[config.mk]
export PLATFORM = sky130hd
export DESIGN_NAME = locked_seq_multiplier
export DESIGN_NICKNAME = d
export VERILOG_FILES = /design/src/rtl/locked_seq_multiplier.sv
export SDC_FILE = /design/constraint.sdc
export NUM_CORES = 1
export LEC_CHECK = 0
export CAP_MARGIN = 20
export CORE_ASPECT_RATIO = 1.75
export CORE_MARGIN = 2
export CORE_UTILIZATION = 57
export DETAILED_ROUTE_END_ITERATION = 12
export GPL_TIMING_DRIVEN = 0
export PLACE_DENSITY_LB_ADDON = 0.3
export SYNTH_ARGS = -nofsm -noshare
export SYNTH_HDL_FRONTEND = slang
export SYNTH_SLANG_ARGS = --single-unit
[constraint.sdc]
create_clock -name clk_i -period 5.1 [get_ports clk_i]
set_input_delay 1.02 -clock clk_i [delete_from_list [all_inputs] [get_ports clk_i]]
set_output_delay 1.02 -clock clk_i [all_outputs]
set_load 0.02 [all_outputs]
[src/rtl/locked_seq_multiplier.sv]
`default_nettype none
// ============================================================================
// locked_seq_multiplier : key-locked shift-add multiplier, one row per cycle
// Revision 1.0
// ============================================================================
module locked_seq_multiplier #(
  parameter int                 WIDTH       = 8,
  parameter int                 KEY_W       = 32,
  parameter logic [KEY_W-1:0]   KEY_CORRECT = 32'hB544B006
) (
  input  logic                 clk_i,
  input  logic                 rst_i,
  input  logic                 start_i,
  input  logic [WIDTH-1:0]     operand1_i,
  input  logic [WIDTH-1:0]     operand2_i,
  input  logic [KEY_W-1:0]     keyinput,
  input  logic                 key_we_i,
  output logic                 busy_o,
  output logic                 done_o,
  output logic [2*WIDTH-1:0]   result_o
);

  localparam int              CNT_W = (WIDTH > 1) ? $clog2(WIDTH) : 1;
  localparam logic [CNT_W-1:0] LAST = CNT_W'(WIDTH - 1);

  localparam logic [1:0] S_IDLE = 2'd0;
  localparam logic [1:0] S_RUN  = 2'd1;
  localparam logic [1:0] S_DONE = 2'd2;

  logic [1:0]           state_q,  state_d;
  logic [KEY_W-1:0]     key_q,    key_d;
  logic [KEY_W-1:0]     err_q,    err_d;
  logic [KEY_W-1:0]     err_rot;
  logic [WIDTH-1:0]     a_q,      a_d;
  logic [WIDTH-1:0]     b_q,      b_d;
  logic [WIDTH-1:0]     addend;
  logic [2*WIDTH-1:0]   acc_q,    acc_d;
  logic [CNT_W-1:0]     cnt_q,    cnt_d;
  logic                 busy_q,   busy_d;
  logic                 done_q,   done_d;
  logic [2*WIDTH-1:0]   result_q, result_d;

  // Error vector rotates each iteration so bit 0 always holds e[i mod KEY_W].
  generate
    if (KEY_W == 1) begin : g_rot_single
      assign err_rot = err_q;
    end else begin : g_rot_multi
      assign err_rot = {err_q[0], err_q[KEY_W-1:1]};
    end
  endgenerate

  assign addend = err_q[0] ? ~a_q : a_q;

  always_comb begin
    state_d  = state_q;
    key_d    = key_q;
    err_d    = err_q;
    a_d      = a_q;
    b_d      = b_q;
    acc_d    = acc_q;
    cnt_d    = cnt_q;
    result_d = result_q;
    case (state_q)
      S_IDLE: begin
        if (key_we_i) key_d = keyinput;
        if (start_i) begin
          a_d     = operand1_i;
          b_d     = operand2_i;
          err_d   = key_d ^ KEY_CORRECT;
          acc_d   = '0;
          cnt_d   = '0;
          state_d = S_RUN;
        end
      end
      S_RUN: begin
        if (b_q[0]) acc_d = acc_q + ({{WIDTH{1'b0}}, addend} << cnt_q);
        b_d   = b_q >> 1;
        err_d = err_rot;
        cnt_d = cnt_q + 1'b1;
        if (cnt_q == LAST) state_d = S_DONE;
      end
      S_DONE: begin
        result_d = acc_q;
        state_d  = S_IDLE;
      end
      default: state_d = S_IDLE;
    endcase
    busy_d = (state_d == S_RUN);
    done_d = (state_q == S_DONE);
  end

  always_ff @(posedge clk_i or posedge rst_i) begin
    if (rst_i) begin
      state_q  <= S_IDLE;
      key_q    <= '0;
      err_q    <= '0;
      a_q      <= '0;
      b_q      <= '0;
      acc_q    <= '0;
      cnt_q    <= '0;
      busy_q   <= 1'b0;
      done_q   <= 1'b0;
      result_q <= '0;
    end else begin
      state_q  <= state_d;
      key_q    <= key_d;
      err_q    <= err_d;
      a_q      <= a_d;
      b_q      <= b_d;
      acc_q    <= acc_d;
      cnt_q    <= cnt_d;
      busy_q   <= busy_d;
      done_q   <= done_d;
      result_q <= result_d;
    end
  end

  assign busy_o   = busy_q;
  assign done_o   = done_q;
  assign result_o = result_q;

endmodule
`default_nettype wire

Word-level counts from Yosys, hierarchy flattened
Cells that the tools add are included.

Memory bits (writable): 0. Latch bits: 0. Word-level logic and storage cells: 41. Bits in registers: 119. Bits in read-only memories: 0. Output and inout bits: 18. Memories: 0.

Equal/unequal tests: 6. Magnitude comparators: 0. Divide/modulo/power cells: 0. Add/sub/neg operators: 2. Multipliers: 0. Multiplexer cells: 15. Shift operators: 1. Reduce and logical (&&, ||, !) cells: 5. Bitwise operators: 2.

Operators by type and width (count): $mux W32 (3); $pmux W32 S2 (1); $mux W16 (2); $pmux W16 S2 (1); $add A16 B16 Y16 (1); $mux W8 (2); $pmux W8 S2 (1); $shl A8 B3 Y16 (1); $not A12 Y12 (1); $not A8 Y8 (1); $pmux W3 S2 (1); $eq A2 B1 Y1 const B (2); $mux W2 (2); $ne A2 B2 Y1 const B (2); $pmux W2 S2 (1); $reduce_and A2 Y1 (2); $add A3 B1 Y3 const B (1); $eq A3 B3 Y1 const B (1); $mux W3 (1); $reduce_and A3 Y1 (1); $eq A2 B2 Y1 const B (1); $logic_not A2 Y1 (1); $reduce_bool A2 Y1 (1).

Depth between registers and ports, before layout
Depth after elaboration: 6. Gate-level depth with buffers: 12.

Worst setup path before layout
No wires, ideal clock.

Kind: register to register. From: register cnt_q[0]. To: register acc_q[11]. Data arrival time: 2.594 ns. Clock period less this slack: 2.718 ns. Cell stages (with the launch flop): 12. Setup slack: 2.382 ns. Cells stage by stage: dfrtp_1 -> buf_4 -> mux2i_1 -> xor2_1 -> or3_1 -> inv_1 -> ha_1 -> a211o_1 -> a211o_1 -> a31oi_4 -> nor3_1 -> a211o_1.

Longest elaborated chain between the ends: 4.

Ends and longest elaborated chain: start: declaration (RTL line 38) `logic [CNT_W-1:0] cnt_q, cnt_d;`; start signal: assignment (RTL line 111) `cnt_q <= cnt_d;`; $shl A8 B3 Y16 (RTL line 76) `if (b_q[0]) acc_d = acc_q + ({{WIDTH{1'b0}}, addend} << cnt_q);`; $add A16 B16 Y16 (RTL line 76); $mux W16 (RTL line 76); $pmux W16 S2 (RTL line 63) `case (state_q)`; end signal: assignment (RTL line 99) `acc_q <= '0;`; end signal: assignment (RTL line 110) `acc_q <= acc_d;`; end: declaration (RTL line 37) `logic [2*WIDTH-1:0] acc_q, acc_d;`.

Every way passes these cells. The select of a mux whose other input is x is not followed. A chain may end at the register's enable or synchronous reset.

Final worst setup path
From: register cnt_q[0]. To: register acc_q[14].

Same word-level chain as after synthesis.

==> out/metrics.yaml <==
post_cts_buffers: 0
drc_errors: 0
antenna_found_initial: 0
final_hold_viol_count: 0
die-width_um: 85.16
r2r-start: "cnt_q[0]"
drt-vias-per-instance: 6.037
cp-startpoint: "cnt_q[0]"
cp-end-kind: "register"
fin_tns_setup_ps: 0
final_nets: 828
slew_violations: 0
ctsResizeCount: 0
first_global_vias: 5751
drt_iter0_drc: 274
grt.overflow.total: 0
hpwlAfterDp_um: 12390
crit_type: "reg2reg"
cts_buffers: 17
finClkSkew_ps: 8.517
routed_wirelength_um: 16810
core-area_sq_um: 11170
grt_max_degree: 94
syn_area_per_cell_sq_um: 9.806
grt_util_all_layers_pct: 28.12
yosys-top-cells-area: "dfrtp_1, mux2i_1, mux2_2"
mappedNetlistArea_sq_um: 6570
p_leak_nw: 3.720
outcome: "finished clean"
syn-num-nets: 741
hp-class: "reg2reg"
max_stage_delay_ps: 420
area_growth_pct: 23.12
cts_tree: "yes"
ant_nets: 0
irDropWorstVdd_v: 0.0005716
slowest_stage: "fa_1"
p_total_w: 0.005813
synth_most_common_cell: "dfrtp_1"
r2r_end: "acc_q[14]"
pin_count: 70
max_freq_mhz: 322.8
final.min_clock_period_ps: 3098
powerDensity_nw_per_um2: 718.7
htreeDepth: 4
firstDrtPassIters: 6
crit_required_ps: 5370
fin_util_pct: 72.44
die_h_um: 146.0
rows: 51
finalCritPeriodShare_pct: 60.75
synth-edff-count: 0
yosys.area.top_type: "dfrtp_1"
antenna_cells: 0
path_clk_slew_ps: 60
final_area_sq_um: 8089
placed_area_sq_um: 7438
cts_sinks: 119
worst_slew_pin_slew_ps: 573.1
grt_pass1_wl_um: 27580
worst_slack_ps: 2002
port_buffers: 67
critical_path.endpoint: "acc_q[14]"
r2r_slack_ps: 2000
initial_core_util_pct: 58.83
path_cells: "buf_4, mux2i_1, xor2_1, or3_1, fa_1, nand2b_1, a21oi_1, o2111a_1, o21a_1, o211ai_1"
synth_flop_cell: "dfrtp_1"
start_kind: "register"
worstRegToRegCells: 10
crit_arrival_ps: 3370
rsz0062_at_grt: "no"
cts_root_buf: "clkbuf_16"
slew_headroom_pct: 61.79
yosysTopAreaCellShare_pct: 45.32
syn_inst: 670
globalplace.congestion: 0.9036
drive_gt1_share_pct: 12.73
finalSetupViolations: 0
max-cap-violations: 0
holdBufCountCts: 0
synth_warnings: 0
clkLatencyLatePin_ps: 410
post-place-ws_ps: 2054
fp.dieArea_sq_um: 12430
yosysSeqAreaShare_pct: 45.32
async_reset_ff_share_pct: 100.0
ys_seq_elements: 119
yosysUniqueCellTypes: 55
synth_common_cells: "dfrtp_1, o21ai_0, nand2_1, nor2_1, a21oi_1"
cts_buffer_depth: 2
avgRoutedWirePerCell_um: 18.64
vias: 5445
critPathMaxFanout: 10
[worst min path at each step]
stage / start / end / cells after the start
finish: key_q[19] / key_q[19] / 2
global placement: key_q[24] / key_q[24] / 2
global route: key_q[20] / key_q[20] / 2
detailed placement: key_q[19] / key_q[19] / 2
CTS: key_q[8] / key_q[8] / 2
floorplan: acc_q[15] / acc_q[15] / 1
[kinds of logic (layout without fill, tap and decap cells)]
| group | Yosys count | in the layout | share of synthesized area, % |
|---|---|---|---|
| XOR/XNOR | 15 | 15 | 2.000 |
| flip-flops | 119 | 119 | 45.32 |
| buffers and inverters | 86 | 186 | 5.637 |
| AND/OR/NAND/NOR | 150 | 150 | 10.17 |
| AO/OA/AOI/OAI | 200 | 200 | 19.96 |
| multiplexers | 81 | 81 | 13.18 |
| adder cells (fa/ha/maj) | 19 | 19 | 3.733 |
[cells in the final DEF, fill, tap and decap left out, types with 6 or more instances in the layout]
master	synthesis	layout
dfrtp_1	119	119
clkdlybuf4s50_1	0	67
o21ai_0	61	61
nand2_1	52	52
nor2_1	51	51
a21oi_1	48	48
mux2i_1	46	46
inv_1	37	36
mux2_2	32	32
clkbuf_1	24	24
a22oi_1	21	21
buf_2	20	20
a221oi_1	19	19
ha_1	18	18
clkbuf_16	0	17
nor2b_1	16	16
xor2_1	8	8
nor3_1	8	8
nand3_1	8	8
a2bb2oi_1	8	8
xnor2_1	7	7
o211ai_1	6	6
[sequential cells by signal, indices dropped and copies added (netlist names)]
signal / cells
a_q: 8
acc_q: 16
b_q: 8
busy_o: 1
cnt_q: 3
done_o: 1
err_q: 32
key_q: 32
result_o: 16
state_q: 2
[metal layers]
layer / up-vias / track usage (%) / wire length (um)
met5: - / 0 / 0
met4: 0 / 16.19 / 727
met3: 57 / 5.257 / 613
met2: 176 / 52.73 / 9579
met1: 2641 / 27.85 / 5894
li1: 2571 / - / -
[where the power goes]
group / internal, W / switching (W)
sequential: 0.00138 / 0.000302
clock: 0.000869 / 0.000431
combinational: 0.00120 / 0.00163
total: 0.00345 / 0.00237
[worst max-delay path: cells and delay by family, from the launching register on]
| family | cells | cell delay (ps) |
|---|---|---|
| xor+xnor | 1 | 120 |
| buf+inv | 1 | 220 |
| mux | 1 | 230 |
| flops | 1 | 400 |
| fa+ha+maj | 1 | 420 |
| compound gates | 4 | 970 |
| simple gates | 2 | 580 |
[per-stage QoR]
step,hold slack [ps],cells
after floorplan,442.5,670
after global placement,461.8,869
after detailed placement,473.2,870
after CTS,486.5,902
after global routing,503.0,902
final,482.5,902
[final cells by class]
class | instances | area [sq um]
clock buffers | 21 | 480.5
well taps | 132 | 165.2
plain buffers | 49 | 231.5
multi-input cells | 465 | 3222
clock inverters | 11 | 170.2
flip-flops and latches | 119 | 2978
inverters | 37 | 143.9
fillers | 847 | 3078
repair buffers | 68 | 698.2
Power figures use the tool's default switching activity.
==> RTL edit 1: new RTL, same flow settings <==
Register the inputs `start_i`, `operand1_i`, `operand2_i`, `keyinput` and `key_we_i` before use, without a reset. The logic sees them one clock later.
--- a/src/rtl/locked_seq_multiplier.sv
+++ b/src/rtl/locked_seq_multiplier.sv
@@ -26,6 +26,20 @@
   localparam logic [1:0] S_IDLE = 2'd0;
   localparam logic [1:0] S_RUN  = 2'd1;
   localparam logic [1:0] S_DONE = 2'd2;
+
+  logic start_q;
+  logic [WIDTH-1:0] operand1_q;
+  logic [WIDTH-1:0] operand2_q;
+  logic [KEY_W-1:0] keyinput_q;
+  logic key_we_q;
+
+  always_ff @(posedge clk_i) begin
+    start_q    <= start_i;
+    operand1_q <= operand1_i;
+    operand2_q <= operand2_i;
+    keyinput_q <= keyinput;
+    key_we_q   <= key_we_i;
+  end
 
   logic [1:0]           state_q,  state_d;
   logic [KEY_W-1:0]     key_q,    key_d;
@@ -62,10 +76,10 @@
     result_d = result_q;
     case (state_q)
       S_IDLE: begin
-        if (key_we_i) key_d = keyinput;
-        if (start_i) begin
-          a_d     = operand1_i;
-          b_d     = operand2_i;
+        if (key_we_q) key_d = keyinput_q;
+        if (start_q) begin
+          a_d     = operand1_q;
+          b_d     = operand2_q;
           err_d   = key_d ^ KEY_CORRECT;
           acc_d   = '0;
           cnt_d   = '0;
Check against the original RTL: not equivalent (Yosys sat finds a counterexample within 4 cycles, from zero or initial values and one cycle with rst_i high).
==> RTL edit 1 against the original RTL <==
  * Die area increased by 9.4%
  * Worst setup slack got worse by 0.75 ns
  * Cell area increased by 7.7%
  * Largest power group unchanged
  * Sequential cell count increased by 50
  * Via count decreased by 8.3%
  * Sequential power increased by 19%
  * Critical path depth increased by 3
  * Clock skew increased by 0.0049 ns
  * Total power decreased by 5.6%
  * Area after synthesis increased by 9.8%
  * Critical endpoint is now acc_q[15]$_DFFE_PP0P_
  * Routed wire length decreased by 12%
  * Cell count decreased by 1.3%
  * Non-clock buffer count decreased by 10
  * Largest cell class is now registers
  * Maximum frequency decreased by 20%
==> RTL edit 1: results (changes against the original RTL) <==
Run status
  – Outcome: complete, no violations (unchanged)

Layout
  – Leading registers by flop count: err_q (32), key_q (32), keyinput_q (32) (was err_q (32), key_q (32))
  – Sequential standard cell area: 0.00398 mm2 (was 0.00298 mm2)
  – Multi-input combinational area share: 0.349 (was 0.398)
  – Clock-cell share of area: 0.0649 (was 0.0804)
  – Data buffer area share: 0.100 (was 0.115)
  – Multi-input gate count: 404 (was 465)
  – Fraction of final layout cells with drive strength greater than 1: 0.127 (about the same)
  – CLK BUF: 19 (was 21)

Worst setup path
  – Flop2flop setup slack: 1.25 ns (was 2.00 ns)
  – R2R depth: 13 (was 10)

Place
  – Gp weighted congestion: 0.890 (was 0.904)
  – Inst Count DP: 858 (was 870)
  – Post-DP Area: 0.00815 mm2 (was 0.00744 mm2)
  – Setup slack at placement: 1.30 ns (was 2.05 ns)

Pwr
  – Leak: 0.00379 uW (was 0.00372 uW)

Worst hold path
  – Hold path cells: 1 (was 2)
  – Hold Startpoint: keyinput_q[14]$_DFF_P_ (was key_q[19]$_DFFE_PP0P_)

Synthesis
  – Multiplexer share of the synthesized area: 0.158 (was 0.132)
  – Post-synthesis compound-gate area fraction: 0.133 (was 0.200)
  – Synthesized area per cell: 11.6 um2 (was 9.81 um2)
  – FFs w/ async S/R, synth: 0.704 (was 1.00)
  – Unique masters post-synth: 45 (was 55)
  – Most frequent cells after synthesis: 119 x dfrtp_1, 69 x nand2_1, 50 x dfxtp_1, 47 x o21ai_0, 40 x mux2_2 (was 119 x dfrtp_1, 61 x o21ai_0, 52 x nand2_1, 51 x nor2_1, 48 x a21oi_1)

Timing
  – Fin Hold WS: 0.468 ns (was 0.483 ns)
  – Final setup margin: 1.25 ns (was 2.00 ns)
  – Slew HR: 0.555 (was 0.618)

Global routing
  – GRT Overall Usage: 0.235 (was 0.281)
  – First-pass GRT wire length: 24900 um (was 27600 um)

Clocking
  – Clk_lat worst skew: 0.43 ns (was 0.41 ns)

Floorplanning
  – Die X: 89.0 um (was 85.2 um)

Routing
  – Drt wl/cell: 16.6 um (was 18.6 um)
RTL edit 1: cell types whose count changed in the layout (fill, tap and decap cells not counted), moves of 14 or more:
cell      unedited run  this run
a22oi_1             21        39
a21oi_1             48        20
nand2_1             52        69
mux2_1               2        37
inv_1               36         9
a221oi_1            19         0
o21ai_0             61        47
mux2i_1             46        27
nor2_1              51        13
dfxtp_1              0        50
RTL edit 1: layer usage:
layer,vias to the layer above,share of wire,global-route usage
met3,30,0.032,0.0497
met4,0,0.036,0.113
li1,2372,-,-
met2,116,0.57,0.425
met5,-,0,0
met1,2473,0.36,0.251
RTL edit 1: power groups by stage:
stage          Clock, uW  Combinational, uW  Sequential [uW]
6_report            1240               2250             2000
5_1_grt             1330               2480             2050
4_1_cts             1250               2260             2000
3_5_place_dp           0               2230             2020
3_3_place_gp           0               2140             1990
2_1_floorplan          0               1670             1990
==> RTL edit 2: new RTL, config.mk and constraints unchanged <==
Made on the original files. Change the parameter `WIDTH` from 8 to 16.
--- a/src/rtl/locked_seq_multiplier.sv
+++ b/src/rtl/locked_seq_multiplier.sv
@@ -4,7 +4,7 @@
 // Revision 1.0
 // ============================================================================
 module locked_seq_multiplier #(
-  parameter int                 WIDTH       = 8,
+  parameter int                 WIDTH       = 16,
   parameter int                 KEY_W       = 32,
   parameter logic [KEY_W-1:0]   KEY_CORRECT = 32'hB544B006
 ) (
Interface: changed (resized operand1_i, operand2_i and result_o); port bits go from 70 to 102. The function was not compared with the original's and may differ.
==> RTL edit 2 against the original RTL <==
  * Hold slack improved by 0.0056 ns
  * Worst setup slack worse by 1.2 ns
  * Routed wire length is 40% higher
  * Maximum frequency is 28% lower
  * Area after synthesis rose by 49%
  * First-iteration DRC count up 15%
  * Cell count rose by 46%
  * Total power up 57%
  * Cell area up 45%
  * Sequential cell count is 49 higher
==> RTL edit 2: results (changes against the original RTL) <==
Routing
  – 1st-iter DRT viols: 315 (was 274)
  – Met3 routed WL: 824 um (was 613 um)
  – DR pass1 iterations: 7 (was 6)
  – Final wirelength: 23500 um (was 16800 um)
  – Vias per cell: 5.89 (was 6.04)
  – DR WL met2: 13000 um (was 9580 um)
  – Wl on met1: 8530 um (was 5890 um)
  – Drt wl/cell: 17.9 um (was 18.6 um)
  – Top sig layer: met4 (unchanged)

Place
  – DP Wirelength: 17900 um (was 12400 um)
  – Inst Count DP: 1282 (was 870)
  – Post-DP Area: 0.0111 mm2 (was 0.00744 mm2)
  – Gp weighted congestion: 0.934 (was 0.904)
  – Port Buf Inserts: 100 (was 67)

Worst setup path
  – CP max stage cell: buf_1 (was fa_1)
  – Crit path largest cell delay: 0.44 ns (was 0.42 ns)
  – Crit-path leading delay family: compound AO/OA/AOI/OAI gates (unchanged)
  – FF-to-FF End: acc_q[25]$_DFFE_PP0P_ (was acc_q[14]$_DFFE_PP0P_)
  – R2R depth: 18 (was 10)
  – Crit Reg-Reg Startpoint: cnt_q[1]$_DFFE_PP0P_ (was cnt_q[0]$_DFFE_PP0P_)
  – Flop2flop setup slack: 0.82 ns (was 2.00 ns)
  – WP data arrival: 4.59 ns (was 3.37 ns)

Clocking
  – Clk_lat worst skew: 0.45 ns (was 0.41 ns)

Synthesis
  – Synth top area cells: dfrtp_1 43%, mux2_2 11%, ha_1 4.6% (was dfrtp_1 45%, mux2i_1 7.0%, mux2_2 5.5%)
  – Unique masters post-synth: 66 (was 55)
  – FFs w/ async S/R, synth: 1.00 (unchanged)
  – Synthesized area per cell: 10.3 um2 (was 9.81 um2)
  – Syn nets: 1056 (was 741)
  – Register area share after synthesis: 0.431 (was 0.453)
  – Most frequent cells after synthesis: 168 x dfrtp_1, 98 x mux2_2, 87 x nand2_1, 82 x o21ai_0, 63 x a21oi_1 (was 119 x dfrtp_1, 61 x o21ai_0, 52 x nand2_1, 51 x nor2_1, 48 x a21oi_1)

Pwr
  – Worst VDD drop: 0.409 mV (was 0.572 mV)
  – Leak: 0.00506 uW (was 0.00372 uW)

Global routing
  – First-pass GRT wire length: 38200 um (was 27600 um)
  – GRT Overall Usage: 0.270 (was 0.281)
  – Grt met2 use: 0.488 (was 0.527)
  – Vias in the first global route: 7988 (was 5751)
  – Met1 Resource Use GR: 0.290 (was 0.278)

Layout
  – Sequential standard cell area: 0.00420 mm2 (was 0.00298 mm2)
  – Fillers: 1354 (was 847)
  – Nets: 1179 (was 828)
  – Fraction of final layout cells with drive strength greater than 1: 0.160 (was 0.127)

Timing
  – Fin Hold WS: 0.488 ns (was 0.483 ns)
  – Slew HR: 0.457 (was 0.618)
  – Setup Skew: 0.00959 ns (was 0.00852 ns)

Run status
  – Outcome: complete, no violations (unchanged)

Worst hold path
  – Hold Crit Endpoint: err_q[13]$_DFFE_PP0P_ (was key_q[19]$_DFFE_PP0P_)
[RTL edit 2: how the worst max path moves through the flow]
stage	cells after the start	endpoint	slack, ns	start
2_1_floorplan	16	acc_q[26]$_DFFE_PP0P_	1.59	cnt_q[0]$_DFFE_PP0P_
3_3_place_gp	2	result_o[22]$_DFFE_PP0P_	0.52	rst_i
3_5_place_dp	18	acc_q[25]$_DFFE_PP0P_	0.93	cnt_q[1]$_DFFE_PP0P_
4_1_cts	18	acc_q[25]$_DFFE_PP0P_	0.90	cnt_q[1]$_DFFE_PP0P_
5_1_grt	18	acc_q[29]$_DFFE_PP0P_	0.52	cnt_q[1]$_DFFE_PP0P_
6_report	18	acc_q[25]$_DFFE_PP0P_	0.82	cnt_q[1]$_DFFE_PP0P_
[RTL edit 2: per-stage QoR]
stage	setup WS, ns	utilization
after floorplan	1.59	-
after global placement	0.516	0.655
after detailed placement	0.934	0.660
after CTS	0.902	0.694
after global routing	0.520	0.694
final	0.819	0.694
[RTL edit 2: layout make-up]
class                      count  share of cell area
clock buffer                  17              0.0363
multi-input combinational    695               0.444
tap                          227              0.0243
timing repair buffer         104              0.0923
buffer                        67              0.0239
sequential                   168               0.359
clock inverter                15              0.0131
inverter                      21             0.00705
[RTL edit 2: cell families (layout without fill, tap and decap cells)]
kind of cell | after synthesis | after routing | synth area share
compound gates | 268 | 268 | 0.178
simple gates | 205 | 205 | 0.0973
flops | 168 | 168 | 0.431
mux | 139 | 139 | 0.168
buf+inv | 88 | 224 | 0.0368
xor+xnor | 46 | 46 | 0.0413
fa+ha+maj | 37 | 37 | 0.0482
[RTL edit 2: power by group]
group          internal [uW]  switching (uW)
Combinational           2480            3070
Clock                    654             623
Sequential              1930             388
Total                   5060            4080
